$ cat src/rtl/lt24_bus_sched_if.sv
// lt24_bus_sched_if: request ports, status and LT24 panel pins of the bus scheduler
interface lt24_bus_sched_if;
  logic        sw_reset;
  logic        lcd_en;
  logic        cfg_valid;
  logic        cfg_dc;
  logic [15:0] cfg_data;
  logic        cfg_ready;
  logic        pix_valid;
  logic [15:0] pix_data;
  logic        pix_ready;
  logic        init_done;
  logic        busy;
  logic        lcd_cs_n;
  logic        lcd_wr_n;
  logic        lcd_rd_n;
  logic        lcd_dc_n;
  logic [15:0] lcd_d;
  logic        lcd_reset_n;
  logic        lcd_on;
  modport master (
    output sw_reset, lcd_en, cfg_valid, cfg_dc, cfg_data, pix_valid, pix_data,
    input  cfg_ready, pix_ready, init_done, busy, lcd_cs_n, lcd_wr_n, lcd_rd_n,
           lcd_dc_n, lcd_d, lcd_reset_n, lcd_on
  );
  modport slave (
    input  sw_reset, lcd_en, cfg_valid, cfg_dc, cfg_data, pix_valid, pix_data,
    output cfg_ready, pix_ready, init_done, busy, lcd_cs_n, lcd_wr_n, lcd_rd_n,
           lcd_dc_n, lcd_d, lcd_reset_n, lcd_on
  );
endinterface

$ cat src/rtl/lt24_bus_sched.sv
// lt24_bus_sched: LT24 panel reset sequencer and config/pixel write-bus scheduler
module lt24_bus_sched #(
  parameter int RESET_LOW_CYC  = 500,
  parameter int RESET_WAIT_CYC = 6000000,
  parameter int WR_LOW_CYC     = 2,
  parameter int WR_HIGH_CYC    = 2
) (
  input logic clk_clk,
  input logic reset_reset_n,
  lt24_bus_sched_if.slave bus
);
  localparam int MAX_A = RESET_WAIT_CYC > RESET_LOW_CYC ? RESET_WAIT_CYC : RESET_LOW_CYC;
  localparam int MAX_B = WR_LOW_CYC > WR_HIGH_CYC ? WR_LOW_CYC : WR_HIGH_CYC;
  localparam int MAXC  = MAX_A > MAX_B ? MAX_A : MAX_B;
  localparam int CW    = $clog2(MAXC + 1);
  localparam logic [CW-1:0] L_RL = CW'(RESET_LOW_CYC - 1);
  localparam logic [CW-1:0] L_RW = CW'(RESET_WAIT_CYC - 1);
  localparam logic [CW-1:0] L_WL = CW'(WR_LOW_CYC - 1);
  localparam logic [CW-1:0] L_WH = CW'(WR_HIGH_CYC - 1);

  typedef enum logic [2:0] {RST_LOW, RST_WAIT, IDLE, WR_LOW, WR_HIGH} state_t;

  state_t        r_state, w_nxt;
  logic [CW-1:0] r_cnt, w_cnt;
  logic          r_rst_n, r_cs_n, r_wr_n, r_dc_n, r_on, r_init, r_busy;
  logic [15:0]   r_d;
  logic          w_cfg_rdy, w_pix_rdy, w_cfg_acc, w_pix_acc, w_zero;

  assign w_cfg_rdy = (r_state == IDLE) & ~bus.sw_reset;
  assign w_pix_rdy = w_cfg_rdy & ~bus.cfg_valid;
  assign w_cfg_acc = w_cfg_rdy & bus.cfg_valid;
  assign w_pix_acc = w_pix_rdy & bus.pix_valid;
  assign w_zero    = (r_cnt == '0);

  assign bus.cfg_ready   = w_cfg_rdy;
  assign bus.pix_ready   = w_pix_rdy;
  assign bus.init_done   = r_init;
  assign bus.busy        = r_busy;
  assign bus.lcd_cs_n    = r_cs_n;
  assign bus.lcd_wr_n    = r_wr_n;
  assign bus.lcd_rd_n    = 1'b1;
  assign bus.lcd_dc_n    = r_dc_n;
  assign bus.lcd_d       = r_d;
  assign bus.lcd_reset_n = r_rst_n;
  assign bus.lcd_on      = r_on;

  // next state and counter reload; sw_reset overrides every state
  always_comb begin
    w_nxt = r_state;
    w_cnt = r_cnt - 1'b1;
    if (bus.sw_reset) begin
      w_nxt = RST_LOW;
      w_cnt = L_RL;
    end else begin
      case (r_state)
        RST_LOW:  if (w_zero) begin w_nxt = RST_WAIT; w_cnt = L_RW; end
        RST_WAIT: if (w_zero) w_nxt = IDLE;
        IDLE:     if (w_cfg_acc | w_pix_acc) begin w_nxt = WR_LOW; w_cnt = L_WL; end
        WR_LOW:   if (w_zero) begin w_nxt = WR_HIGH; w_cnt = L_WH; end
        WR_HIGH:  if (w_zero) w_nxt = IDLE;
        default:  w_nxt = RST_LOW;
      endcase
    end
  end

  // state register; pin outputs are decoded from the next state so they are registered
  always_ff @(posedge clk_clk or negedge reset_reset_n) begin
    if (!reset_reset_n) begin
      r_state <= RST_LOW;
      r_cnt   <= L_RL;
      r_rst_n <= 1'b0;
      r_cs_n  <= 1'b1;
      r_wr_n  <= 1'b1;
      r_dc_n  <= 1'b1;
      r_d     <= '0;
      r_on    <= 1'b0;
      r_init  <= 1'b0;
      r_busy  <= 1'b1;
    end else begin
      r_state <= w_nxt;
      r_cnt   <= w_cnt;
      r_rst_n <= w_nxt != RST_LOW;
      r_cs_n  <= !(w_nxt == WR_LOW || w_nxt == WR_HIGH);
      r_wr_n  <= w_nxt != WR_LOW;
      r_init  <= (w_nxt == IDLE) || (r_init && w_nxt != RST_LOW);
      r_busy  <= w_nxt != IDLE;
      r_on    <= bus.lcd_en;
      r_d     <= w_cfg_acc ? bus.cfg_data : w_pix_acc ? bus.pix_data : r_d;
      r_dc_n  <= w_cfg_acc ? bus.cfg_dc : w_pix_acc ? 1'b1 : r_dc_n;
    end
  end
endmodule

$ cat src/flat_wrapper.sv
// flat-port wrapper written by rule: the top's interface ports become plain ports
module lt24_bus_sched_flat 
#(
  parameter int RESET_LOW_CYC  = 500,
  parameter int RESET_WAIT_CYC = 6000000,
  parameter int WR_LOW_CYC     = 2,
  parameter int WR_HIGH_CYC    = 2
)
  (clk_clk, reset_reset_n, bus_sw_reset, bus_lcd_en, bus_cfg_valid, bus_cfg_dc, bus_cfg_data, bus_pix_valid, bus_pix_data, bus_cfg_ready, bus_pix_ready, bus_init_done, bus_busy, bus_lcd_cs_n, bus_lcd_wr_n, bus_lcd_rd_n, bus_lcd_dc_n, bus_lcd_d, bus_lcd_reset_n, bus_lcd_on);
  lt24_bus_sched_if bus_i ();
  input logic clk_clk;
  input logic reset_reset_n;
  input wire logic [$bits(bus_i.sw_reset)-1:0] bus_sw_reset;
  input wire logic [$bits(bus_i.lcd_en)-1:0] bus_lcd_en;
  input wire logic [$bits(bus_i.cfg_valid)-1:0] bus_cfg_valid;
  input wire logic [$bits(bus_i.cfg_dc)-1:0] bus_cfg_dc;
  input wire logic [$bits(bus_i.cfg_data)-1:0] bus_cfg_data;
  input wire logic [$bits(bus_i.pix_valid)-1:0] bus_pix_valid;
  input wire logic [$bits(bus_i.pix_data)-1:0] bus_pix_data;
  output wire logic [$bits(bus_i.cfg_ready)-1:0] bus_cfg_ready;
  output wire logic [$bits(bus_i.pix_ready)-1:0] bus_pix_ready;
  output wire logic [$bits(bus_i.init_done)-1:0] bus_init_done;
  output wire logic [$bits(bus_i.busy)-1:0] bus_busy;
  output wire logic [$bits(bus_i.lcd_cs_n)-1:0] bus_lcd_cs_n;
  output wire logic [$bits(bus_i.lcd_wr_n)-1:0] bus_lcd_wr_n;
  output wire logic [$bits(bus_i.lcd_rd_n)-1:0] bus_lcd_rd_n;
  output wire logic [$bits(bus_i.lcd_dc_n)-1:0] bus_lcd_dc_n;
  output wire logic [$bits(bus_i.lcd_d)-1:0] bus_lcd_d;
  output wire logic [$bits(bus_i.lcd_reset_n)-1:0] bus_lcd_reset_n;
  output wire logic [$bits(bus_i.lcd_on)-1:0] bus_lcd_on;
  assign bus_i.sw_reset = bus_sw_reset;
  assign bus_i.lcd_en = bus_lcd_en;
  assign bus_i.cfg_valid = bus_cfg_valid;
  assign bus_i.cfg_dc = bus_cfg_dc;
  assign bus_i.cfg_data = bus_cfg_data;
  assign bus_i.pix_valid = bus_pix_valid;
  assign bus_i.pix_data = bus_pix_data;
  assign bus_cfg_ready = bus_i.cfg_ready;
  assign bus_pix_ready = bus_i.pix_ready;
  assign bus_init_done = bus_i.init_done;
  assign bus_busy = bus_i.busy;
  assign bus_lcd_cs_n = bus_i.lcd_cs_n;
  assign bus_lcd_wr_n = bus_i.lcd_wr_n;
  assign bus_lcd_rd_n = bus_i.lcd_rd_n;
  assign bus_lcd_dc_n = bus_i.lcd_dc_n;
  assign bus_lcd_d = bus_i.lcd_d;
  assign bus_lcd_reset_n = bus_i.lcd_reset_n;
  assign bus_lcd_on = bus_i.lcd_on;
  lt24_bus_sched #(.RESET_LOW_CYC(RESET_LOW_CYC), .RESET_WAIT_CYC(RESET_WAIT_CYC), .WR_LOW_CYC(WR_LOW_CYC), .WR_HIGH_CYC(WR_HIGH_CYC)) u_core (.clk_clk(clk_clk), .reset_reset_n(reset_reset_n), .bus(bus_i));
endmodule
$ cat config.mk
export PLATFORM = sky130hd
export DESIGN_NAME = lt24_bus_sched_flat
export DESIGN_NICKNAME = d
export VERILOG_FILES = /design/src/rtl/lt24_bus_sched_if.sv /design/src/rtl/lt24_bus_sched.sv /design/src/flat_wrapper.sv
export SDC_FILE = /design/constraint.sdc
export NUM_CORES = 1
export LEC_CHECK = 0
export CORE_MARGIN = 3
export CORE_UTILIZATION = 49
export CTS_CLUSTER_DIAMETER = 120
export DETAILED_ROUTE_END_ITERATION = 12
export PLACE_DENSITY_LB_ADDON = 0.25
export SETUP_SLACK_MARGIN = 0.05
export SLEW_MARGIN = 30
export SYNTH_ARGS = -nofsm -noshare
export SYNTH_HDL_FRONTEND = slang
export SYNTH_SLANG_ARGS = --single-unit
$ cat constraint.sdc
create_clock -name clk_clk -period 2.97 [get_ports clk_clk]
set_input_delay 0.594 -clock clk_clk [delete_from_list [all_inputs] [get_ports clk_clk]]
set_output_delay 0.594 -clock clk_clk [all_outputs]
set_load 0.01 [all_outputs]
Word-level counts from Yosys, hierarchy flattened
Cells that the tools add are included.
Storage, ports and cells
  register bits: 49
  input bits: 39
  output and inout bits: 26
  word-level logic and storage cells: 51
Operators by class
  add/subtract/negate cells: 1
  eq/ne operators: 9
  mux-type cells: 15
  bitwise logic cells: 7
  reductions and logical operators: 9
Operators with widths (number)
  $mux W23: 4
  $pmux W23 S3: 1
  $mux W16: 2
  $logic_not A23 Y1: 1
  $sub A23 B1 Y23 const B: 1
  $mux W3: 5
  $eq A3 B2 Y1 const B: 4
  $pmux W3 S4: 1
  $eq A3 B3 Y1 const B: 2
  $ne A3 B2 Y1 const B: 2
  $and A1 B1 Y1: 4
  $eq A3 B1 Y1 const B: 1
  $logic_not A3 Y1: 1
  $reduce_bool A3 Y1: 1
  $logic_or A1 B1 Y1: 2
  $mux W1: 2
  $not A1 Y1: 2
  $reduce_bool A2 Y1: 1
  $reduce_or A2 Y1: 1
  $logic_and A1 B1 Y1: 1
  $logic_not A1 Y1: 1
  $or A1 B1 Y1: 1

Logic depth before layout (Yosys ltp)
Gate-level depths: netlist (run 1).
  word-level depth: 11
  gate-level depth with buffers: 8
  gate-level depth less buffers: 7

Least setup slack after synthesis (run 1)
OpenSTA, ideal clock, no wires.
  kind: input to register
  start: input bus_sw_reset
  end: register u_core.r_d[10], in the netlist u_core.bus.lcd_d[10]
  setup time: 0.137 ns
  arrival: 2.484 ns
  setup slack: 0.349 ns
  cell stages on the path: 6
  buffers on the path: 2
  cells stage by stage: clkbuf_1 > nor4b_1 > nand2_1 > clkbuf_1 > mux2i_1 > a21oi_1
Between the ends
  longest elaborated chain between the ends: 5
RTL lines
  start: declaration: line flat_wrapper.sv:13  | input wire logic [$bits(bus_i.sw_reset)-1:0] bus_sw_reset;
  $not A1 Y1 *: line lt24_bus_sched.sv:29  | assign w_cfg_rdy = (r_state == IDLE) & ~bus.sw_reset;
  $and A1 B1 Y1 *: line lt24_bus_sched.sv:29
  named net bus_cfg_ready: line flat_wrapper.sv:20  | output wire logic [$bits(bus_i.cfg_ready)-1:0] bus_cfg_ready;
  $and A1 B1 Y1: line lt24_bus_sched.sv:30  | assign w_pix_rdy = w_cfg_rdy & ~bus.cfg_valid;
  $and A1 B1 Y1: line lt24_bus_sched.sv:32  | assign w_pix_acc = w_pix_rdy & bus.pix_valid;
  $reduce_bool A2 Y1 (no line)
  end signal: assignment: line lt24_bus_sched.sv:88  | r_d <= w_cfg_acc ? bus.cfg_data : w_pix_acc ? bus.pix_data : r_d;
  end: declaration: line lt24_bus_sched.sv:26  | logic [15:0] r_d;
Mark *: on every way through the listed nets, which the timed path passes. The rest lies on a longest branch.
A chain may end at the register's enable or synchronous reset.

Final worst setup path (run 1)
  start: input bus_sw_reset
  end: output bus_pix_ready
Between the ends
  longest elaborated chain between the ends: 3
RTL lines
  $not A1 Y1: line lt24_bus_sched.sv:29
  $and A1 B1 Y1: line lt24_bus_sched.sv:29
  $and A1 B1 Y1: line lt24_bus_sched.sv:30
  end: declaration: line flat_wrapper.sv:21  | output wire logic [$bits(bus_i.pix_ready)-1:0] bus_pix_ready;
No other way between the ends.

==> results of run 1 <==
-- power by group through the flow --
stage	registers [mW]	logic (mW)	clock network, mW
after floorplan	0.963	0.214	0
after global routing	0.921	0.710	0.423
final	0.898	0.643	0.391
after CTS	0.901	0.655	0.398
after detailed placement	0.912	0.648	0
after global placement	0.903	0.633	0
-- cells in the final DEF (no fill, tap or decap), types with 3 or more instances in the layout --
cell / n
sky130_fd_sc_hd__mux2i_1: 17
sky130_fd_sc_hd__a21oi_1: 18
sky130_fd_sc_hd__nor2_1: 31
sky130_fd_sc_hd__nor3_1: 4
sky130_fd_sc_hd__xor2_1: 5
sky130_fd_sc_hd__or4_1: 4
sky130_fd_sc_hd__clkdlybuf4s50_1: 62
sky130_fd_sc_hd__nor4_1: 5
sky130_fd_sc_hd__or2_2: 5
sky130_fd_sc_hd__clkbuf_8: 5
sky130_fd_sc_hd__xnor2_1: 14
sky130_fd_sc_hd__or3_1: 3
sky130_fd_sc_hd__dfstp_2: 11
sky130_fd_sc_hd__dfrtp_1: 38
sky130_fd_sc_hd__buf_4: 6
sky130_fd_sc_hd__nor2b_1: 5
sky130_fd_sc_hd__nand2_1: 11
sky130_fd_sc_hd__o21ai_0: 15
sky130_fd_sc_hd__inv_1: 4
-- critical path: cells and delay by family --
family	cells	cell delay (ns)
buffers and inverters	3	1.15
AND/OR/NAND/NOR	2	0.37
-- area by class of cell --
cell class,instances,area (µm²)
clock inverter,3,17.52
multi-input combinational,176,1187
inverter,4,15.01
timing repair buffer,70,698.2
tap,67,83.83
fill,385,1538
clock buffer,5,68.82
sequential,49,1240
-- path summary, 6_finish.rpt --
| path | to | slack (ns) |
|---|---|---|
| max | bus_pix_ready | 0.27 |
| min | u_core.bus.lcd_reset_n | 0.26 |
| max reg2reg | u_core.r_cnt[13] | 0.30 |
| min reg2reg | u_core.bus.lcd_d[0] | 0.53 |
| max in group asynchronous | u_core.r_cnt[0] | 2.13 |
| min in group clk_clk | u_core.bus.lcd_d[0] | 0.53 |
-- cell families after synthesis --
logic type | Yosys count
and+or+nand+nor | 86
AOI/OAI and AO/OA | 51
DFF | 49
buffers and inverters | 21
xor gates and xnor gates | 19
muxes | 17
adders and majority gates | 2
other | 1
-- metal layers --
metal / GRT usage (%) / part of all wire, % / up-vias
met3: 7.773 / 9.0 / 9
met5: 0 / 0 / -
met2: 30.74 / 46 / 59
met1: 23.67 / 43 / 956
met4: 8.185 / 1.8 / 0
li1: - / - / 979
-- synthesized netlist by cell type (all sizes together), types with 2 or more instances --
library cell,n,area [µm²]
a21oi,19,98.85
and2b,2,15.01
buf,5,40.04
clkbuf,12,45.04
dfrtp,38,950.9
dfstp,11,289.0
ha,2,25.02
inv,4,15.01
mux2i,17,170.2
nand2,11,41.29
nand3,2,10.01
nor2,31,116.4
nor2b,5,31.28
nor3,4,20.02
nor4,5,31.28
o21ai,16,83.83
o311ai,2,35.04
o31a,2,17.52
o31ai,2,15.01
o41ai,2,25.03
or2,6,37.54
or3,4,30.03
or4,6,52.55
or4b,2,20.02
xnor2,14,122.6
xor2,5,43.79
-- state kept, by name, summed over array words and instances (netlist names) --
register,flops
u_core.bus.lcd_cs_n,1
u_core.bus.lcd_dc_n,1
u_core.bus.lcd_wr_n,1
u_core.bus.lcd_reset_n,1
u_core.r_cnt,23
u_core.bus.init_done,1
u_core.bus.lcd_d,16
u_core.r_state,3
u_core.bus.busy,1
u_core.bus.lcd_on,1
==> out/metrics.yaml, run 1 <==
cells_and_area:
  area_growth_syn_to_layout_pct: 30.99
  final_cells: 374
  drive_gt1_share_pct: 13.68
  insertedDiodeCount: 0
  design_area_mm2: 0.003311
  nets: 347
  final_util_pct: 68.28
grt:
  grt_antenna_before_repair: 0
  grt_pass1_vias: 1990
  grt_max_degree: 34
  global_route_wire_length_before_repair_mm: 9.232
  grt_util_all_layers_pct: 19.52
  gr-total-overflow: 0
placed_design:
  place_hpwl_mm: 4.045
  pre_cts_slack_ns: 0.2474
  port_buffers: 63
  dp_cells: 366
  place_congestion: 0.8270
  dpl_cell_area_mm2: 0.003224
power:
  power.share.clock_pct: 20.3
  power_frac_seq_pct: 46.5
  cellPowerDensity_mw_per_mm2: 583.5
  p_leak_nw: 1.429
  switching_power_mw: 0.5855
  sw_frac_of_total_pct: 30.31
  power_mw: 1.932
  max-vdd-ir-drop_mv: 0.5176
  p_int_mw: 1.346
  p_comb_share_pct: 33.3
clocking:
  holdBufCountCts: 0
  clock-root-buffer: "sky130_fd_sc_hd__clkbuf_8"
  clock_tree_buf_depth: 2
  cts_tree: "yes"
  cts_setup_buffers: 0
  cts-buffers-inserted: 5
  cts-htree-levels: 2
  tritoncts_num_sinks: 49
  worst_setup_hold_path_clk_slew_ns: 0.09
  clkLatencyLatePin_ns: 0.31
  cts-resized-gates: 0
die:
  initial_core_util_pct: 52.13
  placement_rows: 25
  die_y_um: 77.82
  die-area_mm2: 0.006056
  die_w_um: 77.82
  top_level_ports: 65
  core_region_area_mm2: 0.004848
worst_setup_path:
  worst_path_most_repeated_cell: "sky130_fd_sc_hd__clkdlybuf4s50_1"
  critical_path.max_stage_delay_ns: 0.54
  worst-endpoint-required_ns: 2.38
  worstSetupStartpoint: "bus_sw_reset"
  reg2reg_from: "u_core.r_cnt[17]"
  library_cell_contributing_the_largest_single_delay_on_the_critical_path: "sky130_fd_sc_hd__clkdlybuf4s50_1"
  cp-start-kind: "input port"
  crit_fanout: 5
  worstSetupPathType: "input port to output port"
  cp_data_arrival_time_ns: 2.11
  r2r_cells: 5
  element_type_at_the_critical_path_end: "output port"
  worst_path_cell_chain: "clkdlybuf4s50_1 > nor4b_1 > buf_4 > nor2b_1 > clkdlybuf4s50_1"
timing:
  rsz0062_at_grt: "no"
  timing.final.hold_violations: 0
  setup-violations-final: 0
  maxSlewHeadroom_pct: 59.69
  whs_ns: 0.2559
  skew_ns: 0.008452
  worst_path_setup_slack_after_routing_ns: 0.2651
  achievable-frequency_ghz: 0.3697
  sum_of_negative_setup_slack_ns: 0
  finalCriticalPeriod_ns: 2.705
  timing_max_transition_violations_final: 0
  timing.final.crit_share_pct: 91.07
  worst_pin_slew_ns: 0.5984
routing:
  detail_route.drc_violations: 0
  via_per_inst: 5.356
  drt_wl_total_mm: 5.338
  vias_after_detailed_routing: 2003
  wl_per_cell_um: 14.27
  drtAntennaViolNets: 0
  drt_first_iter_violations: 111
  first_pass_iteration_count_of_the_detailed_router: 4
synthesis:
  mappedNetlistNets: 287
  synthesis.area_mm2: 0.002527
  synth_area_per_cell_um2: 10.27
  synthCells: 246
  post_synth_xor_area_fraction_pct: 6.584
  synth.ff_latch_count: 49
  main_combinational_cell_family_by_area_after_synthesis: "simple AND/OR/NAND/NOR gates"
  post_synth_mux_area_share_pct: 6.733
  yosys.area_share.simple_pct: 18.56
  synth_edf_count: 0
  synth_compound_gate_area_share_pct: 13.96
  synth_seq_area_share_pct: 49.06
  asyncSetResetFlopFracSynth_pct: 100.0
  yosysWarningCount: 0
  ys_types: 53
  synth-adder-area-share_pct: 0.9901
  synth-main-ff-cell: "sky130_fd_sc_hd__dfrtp_1"
job:
  max_cap_violations: 0
status:
  outcome: "finished clean"
hold_path:
  holdCritPathClass: "input port to asynchronous set/reset pin"
(Power assumes the default switching activity.)
==> run 2: changes to the inputs <==
==> constraint.sdc (replaced) <==
create_clock -name clk_clk -period 2.97 [get_ports clk_clk]
set_input_delay 0.891 -clock clk_clk [delete_from_list [all_inputs] [get_ports clk_clk]]
set_output_delay 0.891 -clock clk_clk [all_outputs]
set_load 0.01 [all_outputs]
==> run 2 against run 1 <==
Effect of this change: final area rose by 0.26%; critical path type is now register to register; largest cell class unchanged; global-route usage decreased by 0.51 points; power decreased by 0.78%; die area is the same; core utilization is 0.18 points higher; highest routed layer unchanged.
==> out/metrics.yaml, run 2 (synthesized netlist as in run 1, its figures left out) <==
worst_setup_path:
  critPathBufInv: 0
  worstSetupPathType: "register to register"
  cp-start-kind: "register"
  element_type_at_the_critical_path_end: "register"
  cp_data_arrival_time_ns: 3.00
  crit_fanout: 9
  worst-endpoint-required_ns: 3.22
  critical_path.max_stage_delay_ns: 0.65
  critical-path-top-delay-family: "simple AND/OR/NAND/NOR gates"
  library_cell_contributing_the_largest_single_delay_on_the_critical_path: "sky130_fd_sc_hd__or4_1"
  worst_path_cell_chain: "or4_4 > or4_1 > or2_1 > o311ai_4 > or2_2"
timing:
  timing.final.crit_share_pct: 92.72
  worst_path_setup_slack_after_routing_ns: 0.2164
  whs_ns: 0.5308
  setup-violations-final: 0
  achievable-frequency_ghz: 0.3632
  finalCriticalPeriod_ns: 2.754
  timing.final.hold_violations: 0
  rsz0062_at_grt: "no"
  maxSlewHeadroom_pct: 60.15
  skew_ns: 0.005116
  worst_pin_slew_ns: 0.5978
  timing_max_transition_violations_final: 0
cells_and_area:
  insertedDiodeCount: 0
  drive_gt1_share_pct: 14.89
  design_area_mm2: 0.003319
  mostFrequentLayoutCells: "sky130_fd_sc_hd__clkdlybuf4s50_1 (59), sky130_fd_sc_hd__dfrtp_1 (38), sky130_fd_sc_hd__nor2_1 (31)"
  regMostFlops: "u_core.r_cnt"
  largest_register_ffs: 23
  final_common_cell: "sky130_fd_sc_hd__clkdlybuf4s50_1"
  area_growth_syn_to_layout_pct: 31.34
  final_util_pct: 68.46
  nets: 349
placed_design:
  place_hpwl_mm: 3.830
  dpl_cell_area_mm2: 0.003226
  place_congestion: 0.7829
  port_buffers: 63
  pre_cts_slack_ns: -0.3052
clocking:
  holdBufCountCts: 0
  cts-buffers-inserted: 5
  worst_setup_hold_path_clk_slew_ns: 0.09
  clkLatencyLatePin_ns: 0.30
  cts-htree-levels: 2
  cts_setup_buffers: 0
  tritoncts_num_sinks: 49
  clock_tree_buf_depth: 2
  clock-root-buffer: "sky130_fd_sc_hd__clkbuf_8"
  cts_tree: "yes"
routing:
  wl_per_cell_um: 14.04
  drtAntennaViolNets: 0
  detail_route.drc_violations: 0
  drt_wl_total_mm: 5.279
  first_pass_iteration_count_of_the_detailed_router: 4
  vias_after_detailed_routing: 1973
  via_per_inst: 5.247
  drt_first_iter_violations: 127
grt:
  grt_pass1_vias: 1998
  grt_antenna_before_repair: 0
  gr-total-overflow: 0
  grt_util_all_layers_pct: 19.01
  grt_max_degree: 50
  global_route_wire_length_before_repair_mm: 9.163
die:
  top_level_ports: 65
  core_region_area_mm2: 0.004848
  placement_rows: 25
  initial_core_util_pct: 52.13
  die_y_um: 77.82
  die-area_mm2: 0.006056
  die_w_um: 77.82
hold_path:
  holdCritPathClass: "register to register"
power:
  cellPowerDensity_mw_per_mm2: 577.4
  p_leak_nw: 1.476
  max-vdd-ir-drop_mv: 0.3316
  power_mw: 1.917
job:
  max_cap_violations: 0
status:
  outcome: "finished clean"
-- run 2: power by group --
group / switching, mW / total, mW / internal, mW
Clock: 0.219 / 0.382 / 0.163
Sequential: 0.0805 / 0.897 / 0.817
Combinational: 0.273 / 0.638 / 0.365
Total: 0.572 / 1.92 / 1.34
-- run 2: path summary, 6_finish.rpt --
| check | cells past startpoint | start | end | slack [ns] |
|---|---|---|---|---|
| setup / recovery | 5 | u_core.r_cnt[17] | u_core.r_cnt[0] | 0.22 |
| hold / removal | 2 | u_core.bus.lcd_d[15] | u_core.bus.lcd_d[15] | 0.53 |
| setup reg to reg | 5 | u_core.r_cnt[17] | u_core.r_cnt[0] | 0.22 |
| hold reg to reg | 2 | u_core.bus.lcd_d[15] | u_core.bus.lcd_d[15] | 0.53 |
| max in group asynchronous | 2 | reset_reset_n | u_core.r_cnt[11] | 1.90 |
| min in group asynchronous | 2 | reset_reset_n | u_core.r_state[1] | 0.68 |
-- run 2: tightest hold or removal path, delay by kind of cell (launching register included) --
| kind | cells | cell delay, ns |
|---|---|---|
| flops | 1 | 0.35 |
| simple gates | 1 | 0.05 |
| compound gates | 1 | 0.10 |
-- run 2: stage by stage --
step	setup TNS [ns]	std cells
final	0	376
after global routing	0	376
after CTS	0	376
after detailed placement	-0.4867	368
after global placement	-0.4214	368
after floorplan	0	246
-- run 2: final cells by class --
| type | instances | area, µm² |
|---|---|---|
| Clock inverter | 3 | 17.52 |
| Tap cell | 67 | 83.83 |
| Clock buffer | 5 | 68.82 |
| Fill cell | 374 | 1529 |
| Inverter | 4 | 15.01 |
| Timing Repair Buffer | 72 | 689.4 |
| Multi-Input combinational cell | 176 | 1205 |
| Sequential cell | 49 | 1240 |
-- run 2: metal layers --
layer,share of wire (%),global-route usage [%],up-vias
li1,-,-,986
met2,46,29.54,68
met1,42,23.53,911
met4,1.9,6.762,0
met3,9.7,8.121,8
met5,0,0,-
-- run 2: repair_timing --
item / in CTS / in global routing
pin swaps: 0 / 1
endpoints found under the setup margin: 2 / 9
gates resized for setup: 4 / 3
==> run 3: changes to the inputs <==
Settings changed: RECOVER_POWER set to 25, SLEW_MARGIN 30 to 20.
==> run 3 against run 2 <==
Effect of this change: sequential share of layout area is essentially flat; via count unchanged; final area hardly changed; critical path type unchanged; global-route usage unchanged; non-clock buffer count stayed put; first-iteration DRC count is the same; wire length is essentially flat; register-to-register slack barely moved.
==> out/metrics.yaml, run 3 (synthesized netlist as in run 1, its figures left out) <==
power:
  cellPowerDensity_mw_per_mm2: 577.7
  p_comb_share_pct: 33.3
  sw_frac_of_total_pct: 29.87
  p_leak_nw: 1.476
  power_frac_seq_pct: 46.8
  max-vdd-ir-drop_mv: 0.3316
  power.share.clock_pct: 19.9
  p_int_mw: 1.344
  power_mw: 1.916
  switching_power_mw: 0.5723
timing:
  maxSlewHeadroom_pct: 21.63
  timing.final.crit_share_pct: 92.72
  timing_max_transition_violations_final: 0
  rsz0062_at_grt: "no"
  timing.final.hold_violations: 0
  skew_ns: 0.005116
  finalCriticalPeriod_ns: 2.754
  worst_pin_slew_ns: 1.176
  achievable-frequency_ghz: 0.3632
  setup-violations-final: 0
die:
  placement_rows: 25
  die-area_mm2: 0.006056
  die_w_um: 77.82
  die_y_um: 77.82
  core_region_area_mm2: 0.004848
  initial_core_util_pct: 52.13
  top_level_ports: 65
status:
  outcome: "finished clean"
placed_design:
  place_hpwl_mm: 3.830
  place_congestion: 0.7829
  port_buffers: 63
grt:
  grt_pass1_vias: 1998
  grt_max_degree: 50
  global_route_wire_length_before_repair_mm: 9.163
  gr-total-overflow: 0
  grt_util_all_layers_pct: 19.01
  grt_antenna_before_repair: 0
cells_and_area:
  final_util_pct: 68.41
  insertedDiodeCount: 0
  largest_register_ffs: 23
  nets: 349
  drive_gt1_share_pct: 14.89
  nFillCells: 375
  mostFrequentLayoutCells: "sky130_fd_sc_hd__clkdlybuf4s50_1 (58), sky130_fd_sc_hd__dfrtp_1 (38), sky130_fd_sc_hd__nor2_1 (31)"
  area_growth_syn_to_layout_pct: 31.24
  regMostFlops: "u_core.r_cnt"
  final_common_cell: "sky130_fd_sc_hd__clkdlybuf4s50_1"
clocking:
  clock-root-buffer: "sky130_fd_sc_hd__clkbuf_8"
  cts-buffers-inserted: 5
  cts_setup_buffers: 0
  clock_tree_buf_depth: 2
  worst_setup_hold_path_clk_slew_ns: 0.09
  clkLatencyLatePin_ns: 0.30
  cts_tree: "yes"
  cts-htree-levels: 2
  tritoncts_num_sinks: 49
job:
  max_cap_violations: 0
worst_setup_path:
  worstSetupPathType: "register to register"
  element_type_at_the_critical_path_end: "register"
  cp_data_arrival_time_ns: 3.00
  cp-start-kind: "register"
  worst-endpoint-required_ns: 3.22
  crit_fanout: 9
routing:
  drtAntennaViolNets: 0
  wl_per_cell_um: 14.04
  detail_route.drc_violations: 0
  vias_after_detailed_routing: 1973
  first_pass_iteration_count_of_the_detailed_router: 4
  drt_first_iter_violations: 127
  via_per_inst: 5.247
  drt_wl_total_mm: 5.278
hold_path:
  holdCritPathClass: "register to register"
run 3: cell count changes in the layout (fill, tap and decap cells not counted):
cell / before / now
sky130_fd_sc_hd__dlygate4sd3_1: 0 / 1
sky130_fd_sc_hd__buf_4: 9 / 8
sky130_fd_sc_hd__clkbuf_2: 0 / 1
sky130_fd_sc_hd__clkdlybuf4s50_1: 59 / 58
run 3: final timing paths:
kind / start / depth (start not counted) / slack, ns / endpoint
min in group asynchronous: reset_reset_n / 2 / 0.90 / u_core.r_state[1]
max reg2reg: u_core.r_cnt[17] / 5 / 0.22 / u_core.r_cnt[0]
min reg2reg: u_core.bus.lcd_d[15] / 2 / 0.53 / u_core.bus.lcd_d[15]
min: u_core.bus.lcd_d[15] / 2 / 0.53 / u_core.bus.lcd_d[15]
max in group asynchronous: reset_reset_n / 2 / 1.37 / u_core.r_cnt[11]
max: u_core.r_cnt[17] / 5 / 0.22 / u_core.r_cnt[0]
run 3: final cells by class:
type	instances	area, µm²	area share, %
sequential	49	1240	37.38
multi-input combinational	176	1205	36.33
timing repair buffer	72	686.9	20.71
tap	67	83.83	2.527
clock buffer	5	68.82	2.075
clock inverter	3	17.52	0.5281
inverter	4	15.01	0.4527
run 3: metal layers:
layer  share of wire, %  track usage (%)
met4                1.9            6.762
met2                 46            29.54
met5                  0                0
met1                 42            23.53
met3                9.7            8.121
run 3: worst max-delay path, stage by stage, from the launching register on:
cell and delay (ns):
sky130_fd_sc_hd__dfrtp_1 0.41, sky130_fd_sc_hd__or4_4 0.55, sky130_fd_sc_hd__or4_1 0.65, sky130_fd_sc_hd__or2_1 0.44
sky130_fd_sc_hd__o311ai_4 0.47, sky130_fd_sc_hd__or2_2 0.18
run 3: timing repair:
action / CTS / global route
hold buffers: 0 / 0
pin swaps: 0 / 1
resized for setup: 4 / 3
setup endpoints to repair: 2 / 9
run 3: through the flow:
step	instances	setup TNS [ns]	setup slack, ns	instance area [µm²]	hold WS (ns)
global route	376	0	0.1253	3317	0.5490
finish	376	0	0.2163	3317	0.5308
CTS	376	0	0.007414	3312	0.5355
floorplan	246	0	0.3003	2534	0.4995
detailed placement	368	-0.4867	-0.3052	3226	0.5158
global placement	368	-0.4214	-0.2751	3226	0.5033
run 3: power by group through the flow:
stage / logic (mW) / clock network, mW / registers [mW]
floorplan: 0.215 / 0 / 0.963
global placement: 0.634 / 0 / 0.905
detailed placement: 0.646 / 0 / 0.909
CTS: 0.649 / 0.398 / 0.898
global route: 0.706 / 0.429 / 0.914
finish: 0.637 / 0.382 / 0.897
